[src/rtl/party_buttons_avs.sv]
// Avalon-MM push-button peripheral: sync, debounce, press capture and maskable IRQ.
// Optional reaction timer compiled in when PARTY_BUTTONS_REACTION_TIMER_EN is defined.
module party_buttons_avs #(
    parameter int unsigned NUM_BUTTONS     = 4,
    parameter int unsigned DEBOUNCE_CYCLES = 500000
) (
    input  logic                   clk,
    input  logic                   reset_n,
    input  logic [NUM_BUTTONS-1:0] buttons_n,
    input  logic [2:0]             avs_address,
    input  logic                   avs_read,
    input  logic                   avs_write,
    input  logic [31:0]            avs_writedata,
    output logic [31:0]            avs_readdata,
    output logic                   irq
);

    localparam int unsigned CNT_W = $clog2(DEBOUNCE_CYCLES);
    localparam logic [CNT_W-1:0] CNT_TERM = CNT_W'(DEBOUNCE_CYCLES - 1);

    localparam logic [2:0] ADDR_DATA     = 3'd0;
    localparam logic [2:0] ADDR_IRQ_MASK = 3'd1;
    localparam logic [2:0] ADDR_EDGE_CAP = 3'd2;
    localparam logic [2:0] ADDR_RT_CTRL  = 3'd3;
    localparam logic [2:0] ADDR_RT_COUNT = 3'd4;

    logic [NUM_BUTTONS-1:0]            sync1_q, sync_q;
    logic [NUM_BUTTONS-1:0]            deb_q, deb_d;
    logic [NUM_BUTTONS-1:0][CNT_W-1:0] cnt_q, cnt_d;
    logic [NUM_BUTTONS-1:0]            edge_cap_q, edge_cap_d;
    logic [NUM_BUTTONS-1:0]            irq_mask_q, irq_mask_d;
    logic [31:0]                       readdata_q, readdata_d;
    logic [NUM_BUTTONS-1:0]            rise_c;
    logic [NUM_BUTTONS-1:0]            clr_c;
    logic [31:0]                       rdata_c;
    logic                              unused_wdata;

    // Write data above the button field is never consumed.
    assign unused_wdata = ^avs_writedata[31:NUM_BUTTONS];

    // Two-flop synchroniser on the inverted (active-high) pin value.
    always_ff @(posedge clk or negedge reset_n) begin
        if (!reset_n) begin
            sync1_q <= '0;
            sync_q  <= '0;
        end else begin
            sync1_q <= ~buttons_n;
            sync_q  <= sync1_q;
        end
    end

    // Per-button debounce: accept sync only after DEBOUNCE_CYCLES of disagreement.
    always_comb begin
        deb_d = deb_q;
        cnt_d = cnt_q;
        for (int i = 0; i < int'(NUM_BUTTONS); i++) begin
            if (sync_q[i] == deb_q[i]) begin
                cnt_d[i] = '0;
            end else if (cnt_q[i] == CNT_TERM) begin
                deb_d[i] = sync_q[i];
                cnt_d[i] = '0;
            end else begin
                cnt_d[i] = cnt_q[i] + CNT_W'(1);
            end
        end
    end

    assign rise_c = deb_d & ~deb_q;

    // Capture and mask registers; a new press beats a coincident W1C.
    always_comb begin
        irq_mask_d = irq_mask_q;
        clr_c      = '0;
        if (avs_write && (avs_address == ADDR_IRQ_MASK)) begin
            irq_mask_d = avs_writedata[NUM_BUTTONS-1:0];
        end
        if (avs_write && (avs_address == ADDR_EDGE_CAP)) begin
            clr_c = avs_writedata[NUM_BUTTONS-1:0];
        end
        edge_cap_d = (edge_cap_q & ~clr_c) | rise_c;
    end

`ifdef PARTY_BUTTONS_REACTION_TIMER_EN
    logic [31:0] timer_q, timer_d;
    logic [31:0] rt_count_q, rt_count_d;
    logic        armed_q, armed_d;
    logic        valid_q, valid_d;
    logic [3:0]  winner_q, winner_d;
    logic [3:0]  first_c;
    logic        rt_wr_c;

    assign rt_wr_c = avs_write && (avs_address == ADDR_RT_CTRL);

    // Lowest-index button rising this cycle.
    always_comb begin
        first_c = '0;
        for (int i = int'(NUM_BUTTONS) - 1; i >= 0; i--) begin
            if (rise_c[i]) begin
                first_c = 4'(i);
            end
        end
    end

    // Arming write has priority over a coincident press.
    always_comb begin
        timer_d    = timer_q;
        rt_count_d = rt_count_q;
        armed_d    = armed_q;
        valid_d    = valid_q;
        winner_d   = winner_q;
        if (armed_q && (timer_q != '1)) begin
            timer_d = timer_q + 32'd1;
        end
        if (rt_wr_c) begin
            timer_d = '0;
            armed_d = 1'b1;
            valid_d = 1'b0;
        end else if (armed_q && (|rise_c)) begin
            rt_count_d = timer_q;
            winner_d   = first_c;
            valid_d    = 1'b1;
            armed_d    = 1'b0;
        end
    end

    always_ff @(posedge clk or negedge reset_n) begin
        if (!reset_n) begin
            timer_q    <= '0;
            rt_count_q <= '0;
            armed_q    <= 1'b0;
            valid_q    <= 1'b0;
            winner_q   <= '0;
        end else begin
            timer_q    <= timer_d;
            rt_count_q <= rt_count_d;
            armed_q    <= armed_d;
            valid_q    <= valid_d;
            winner_q   <= winner_d;
        end
    end
`endif

    // Read mux; unused bits and offsets read 0.
    always_comb begin
        rdata_c = '0;
        case (avs_address)
            ADDR_DATA:     rdata_c[NUM_BUTTONS-1:0] = deb_q;
            ADDR_IRQ_MASK: rdata_c[NUM_BUTTONS-1:0] = irq_mask_q;
            ADDR_EDGE_CAP: rdata_c[NUM_BUTTONS-1:0] = edge_cap_q;
`ifdef PARTY_BUTTONS_REACTION_TIMER_EN
            ADDR_RT_CTRL:  rdata_c = {valid_q, armed_q, 26'd0, winner_q};
            ADDR_RT_COUNT: rdata_c = rt_count_q;
`endif
            default:       rdata_c = '0;
        endcase
        readdata_d = avs_read ? rdata_c : readdata_q;
    end

    always_ff @(posedge clk or negedge reset_n) begin
        if (!reset_n) begin
            deb_q      <= '0;
            cnt_q      <= '0;
            edge_cap_q <= '0;
            irq_mask_q <= '0;
            readdata_q <= '0;
        end else begin
            deb_q      <= deb_d;
            cnt_q      <= cnt_d;
            edge_cap_q <= edge_cap_d;
            irq_mask_q <= irq_mask_d;
            readdata_q <= readdata_d;
        end
    end

    assign avs_readdata = readdata_q;
    assign irq          = |(edge_cap_q & irq_mask_q);

endmodule

[config.mk]
export PLATFORM = sky130hd
export DESIGN_NAME = party_buttons_avs
export DESIGN_NICKNAME = d
export VERILOG_FILES = /design/src/rtl/party_buttons_avs.sv
export SDC_FILE = /design/constraint.sdc
export NUM_CORES = 1
export LEC_CHECK = 0
export ABC_AREA = 1
export CORE_UTILIZATION = 35
export DETAILED_ROUTE_END_ITERATION = 10
export DONT_BUFFER_PORTS = 1
export GPL_TIMING_DRIVEN = 0
export PLACE_DENSITY = 0.63
export SLEW_MARGIN = 20
export SYNTH_ARGS = -nofsm -noshare
export SYNTH_HDL_FRONTEND = slang
export SYNTH_SLANG_ARGS = --single-unit
[constraint.sdc]
create_clock -name clk -period 1.3 [get_ports clk]
set_input_delay 0.39 -clock clk [delete_from_list [all_inputs] [get_ports clk]]
set_output_delay 0.39 -clock clk [all_outputs]
set_load 0.01 [all_outputs]
==> results by stage <==
Run status:
- The flow ran to the end, but the final reports show violations.
- The checks that failed: negative hold slack, negative setup slack.

Synthesis:
- The number of distinct library cells after synthesis is 31.
- The post-synthesis area per instance is a little under 8 um^2.
- The flip-flop and latch count after synthesis is 100.
- The instance count of the mapped netlist is 694.
- Sequential cells were found to cover 46.1% of the synthesized design area.
- Yosys printed 0 warnings.
- The synthesized netlist occupies a cell area of 0.00543 mm^2.

Power and ir drop:
- VDD sags by at most 0.625 mV.
- For this design the static power due to leakage is 3.06 nW.
- Summing internal, switching and leakage power gives around 6.7 mW.
- The power density over the cells is 945 mW/mm^2.

Timing:
- The highest clock frequency the design can meet is 700 MHz.
- For the final database, setup skew stands at 12.8 ps.
- Hold timing on the final database bottoms out at a slack of -270 ps.
- Setup repair after global routing could not meet its margin everywhere.
- The post-route clock period utilization is 110%.
- Across all setup checks in the final design, the least slack found is -128 ps.
- The final hold violation count is 100.
- The total setup violations reported at the end of the flow is 41.
- For the pin with the worst max-slew slack, the measured transition is 593 ps.
- The final count of pins violating max slew is 0.
- After layout, the minimum clock period comes to 1430 ps.
- The max-slew headroom at the worst pin is 60.2%.

Floorplanning:
- From bottom edge to top edge, the die measures 127 um.
- The number of rows created at floorplan is 45.
- The number of I/O pins is between 70 and 80.
- The die is 127 um wide.
- After floorplanning, the core was sized to cover 0.0151 mm^2.
- The initial utilization of the core area, before any placement, comes to a little over a third.
- The area of the die is 0.0160 mm^2.

Placement:
- Timing analysis after detailed placement gives a worst setup slack of -256 ps.
- The placed wire-length estimate is 7.47 mm.
- The weighted congestion at the end of routability-driven global placement is roughly 0.86.
- The number of port buffers is 0.

Clock tree:
- The later pin in the worst-skew pair is clocked with a latency of 360 ps.
- The total clock buffers created by CTS is 9.
- TritonCTS built the clock tree.
- The cell sitting at the root of the clock tree is a clkbuf_16.
- Clock-pin slew was measured on the worst setup and hold paths at around 60 ps.
- The H-tree depth reported by CTS is 3.
- The tree built by TritonCTS fans out to 100 sinks.
- The buffer depth of the longest clock path is 2.

Detailed routing:
- The first TritonRoute pass finished after 4 iterations.
- The final antenna-violating net count is 0.
- The via-per-instance ratio is 4.65.
- The total wirelength of the detailed-routed design is between 10 and 15 mm.
- The number of DRC markers after the initial detailed-route iteration is 301.
- Dividing the detail-routed wire length by the instance count gives 12.6 um.
- The final route contains between 4k and 5k vias.
- The DRC violations left is 0.

Setup path:
- At the worst endpoint, the required time is 910 ps.
- Walking the worst path, the cells encountered are nand2_1 > nand4_1.
- The worst setup path is launched from a flop.
- Data arrives at the worst endpoint at 1040 ps.
- Counting cells, the worst reg-to-reg path comes to 7.
- The slowest stage of the critical path belongs to the cell dfrtp_1.
- Counting both buffers and inverters, the worst setup path holds a total of 0.
- In this run the worst path has a maximum fanout of 3.
- In this design, the stage delay of the slowest critical-path cell is 400 ps.
- The gate family responsible for the most delay along the worst path is flip-flops.
- The critical path runs through a total of 2 cells.
- The kind of capture point of the worst setup path is a primary output.
- The worst setup path is of the flop to primary output kind.

Global route:
- The total global-route track usage is 15.4%.
- The met2 track demand over resource in global routing is 24.9%.
- After global routing the overflow that remains totals 0.
- In the global route stage, met1 resource usage came out at between 10% and 20%.
- The largest net degree at the start of global routing is between 100 and 150.
- The first global-routing pass estimated 19.5 mm of wire.
- The number of antenna violations at the first check in global routing was 0.
- The via count of the first global-routing pass is 4126.
- In this run the most used layer during global routing was met2.
- The routing usage on met3 is 4.30%.

Finish:
- From synthesis to final layout, the design area changed by 31.0%.
- The number of antenna diodes in the final layout is 0.
- The net count of the finished layout is between 800 and 900.
- The post-route netlist has 30.5% of its cells at a drive strength greater than 1.

Min path:
- The min-delay analysis places its worst path in the category primary input to asynchronous set/reset pin.

Flow run:
- Across the run, the number of max-cap violations was 0.
## logic make-up after synthesis
group | share of synthesized area (%)
buffers and inverters | 8.92
DFF | 46.1
xor gates and xnor gates | 5.95
and+or+nand+nor | 34.2
AOI/OAI and AO/OA | 3.83
adders and majority gates | 0.922
other | 0.0691
## cell usage after synthesis
library cell	instances	area [um^2]
nand2_1	142	533
o21ai_1	2	10.0
or2_0	1	6.26
o21ai_0	23	115
ha_1	4	50.1
nand2_2	8	50.1
nand2_4	2	22.5
nand3_1	44	220
or2_2	2	12.5
nor2_1	151	567
a21oi_1	12	60.1
nand3_2	6	60.1
dfrtp_1	100	2500
buf_4	28	210
or2_1	1	6.26
xor2_2	1	16.3
nor3_2	1	10.0
o21a_1	1	7.51
nand4_1	18	113
nor3_1	12	60.1
nor3b_1	3	22.5
o21bai_1	2	15.0
nor2_4	8	90.1
conb_1	1	3.75
nand3b_1	3	22.5
xnor2_1	12	105
xor2_1	23	201
and2_1	1	6.26
inv_2	5	18.8
inv_1	68	255
nor2_2	9	56.3
## cell usage in the layout (no fill, tap or decap), drive strengths merged
cell,Yosys,final
o21bai,2,2
nor3b,3,3
xor2,24,24
xnor2,12,12
and2,1,1
nand2,152,152
nand3,50,51
o21ai,25,25
or2,4,4
inv,73,73
clkinvlp,0,1
bufinv,0,2
nor2,168,168
nand4,18,18
clkinv,0,1
a21oi,12,12
clkbuf,0,12
nor3,13,13
conb,1,28
buf,28,74
dfrtp,100,100
o21a,1,1
ha,4,4
nand3b,3,3
## cell type report
type                    count  area, um^2
fillers                  1423        8040
multi-input cells         521        3150
flip-flops and latches    100        2530
repair buffers             46         388
inverters                  73         279
clock buffers              12         246
well taps                 188         235
plain buffers              28         210
clock inverters             4        72.6
## worst paths after layout
| check | end | startpoint | slack, ps |
|---|---|---|---|
| max in group asynchronous | cnt_q[6]$_DFF_PN0_ | reset_n | 1410 |
| worst max-delay path | irq | edge_cap_q[3]$_DFF_PN0_ | -130 |
| min in group clk | sync1_q[2]$_DFF_PN0_ | buttons_n[2] | 80 |
| worst min-delay path | cnt_q[71]$_DFF_PN0_ | reset_n | -270 |
| worst max register to register | cnt_q[33]$_DFF_PN0_ | cnt_q[20]$_DFF_PN0_ | -120 |
| worst min register to register | sync_q[3]$_DFF_PN0_ | sync1_q[3]$_DFF_PN0_ | 350 |
## power by group
| part | total (mW) | internal [mW] | switching, mW |
|---|---|---|---|
| registers | 3.30 | 3.21 | 0.0884 |
| clock network | 2.91 | 1.74 | 1.17 |
| logic | 0.509 | 0.244 | 0.265 |
## per-stage QoR
step	hold slack (ps)	std cells	instance area, um^2	utilization (%)	setup TNS [ps]
finish	-270	972	7110	46.9	-2100
global route	-293	972	7110	46.9	-6120
CTS	-282	947	6480	42.8	-607
detailed placement	98.4	909	5770	38.1	-7180
global placement	98.2	909	5770	38.1	-6210
floorplan	94.4	721	5530	-	0
## registers in the layout (all words and copies together), names as in the netlist
register,cells
deb_q,4
edge_cap_q,4
cnt_q,76
sync_q,4
avs_readdata,4
irq_mask_q,4
sync1_q,4
## routing by layer
layer	up-vias	wire [um]
met5	-	0
met4	0	125
met3	12	404
met2	72	6110
met1	2134	5660
li1	2303	-
## timing repair
action,in CTS,in global routing
hold endpoints to repair,100,100
gates cloned,1,0
resized for setup,48,128
setup endpoints to repair,61,70
pin swaps,25,53
buffers inserted,21,25
Note: power is estimated with default switching activity, not from simulation.
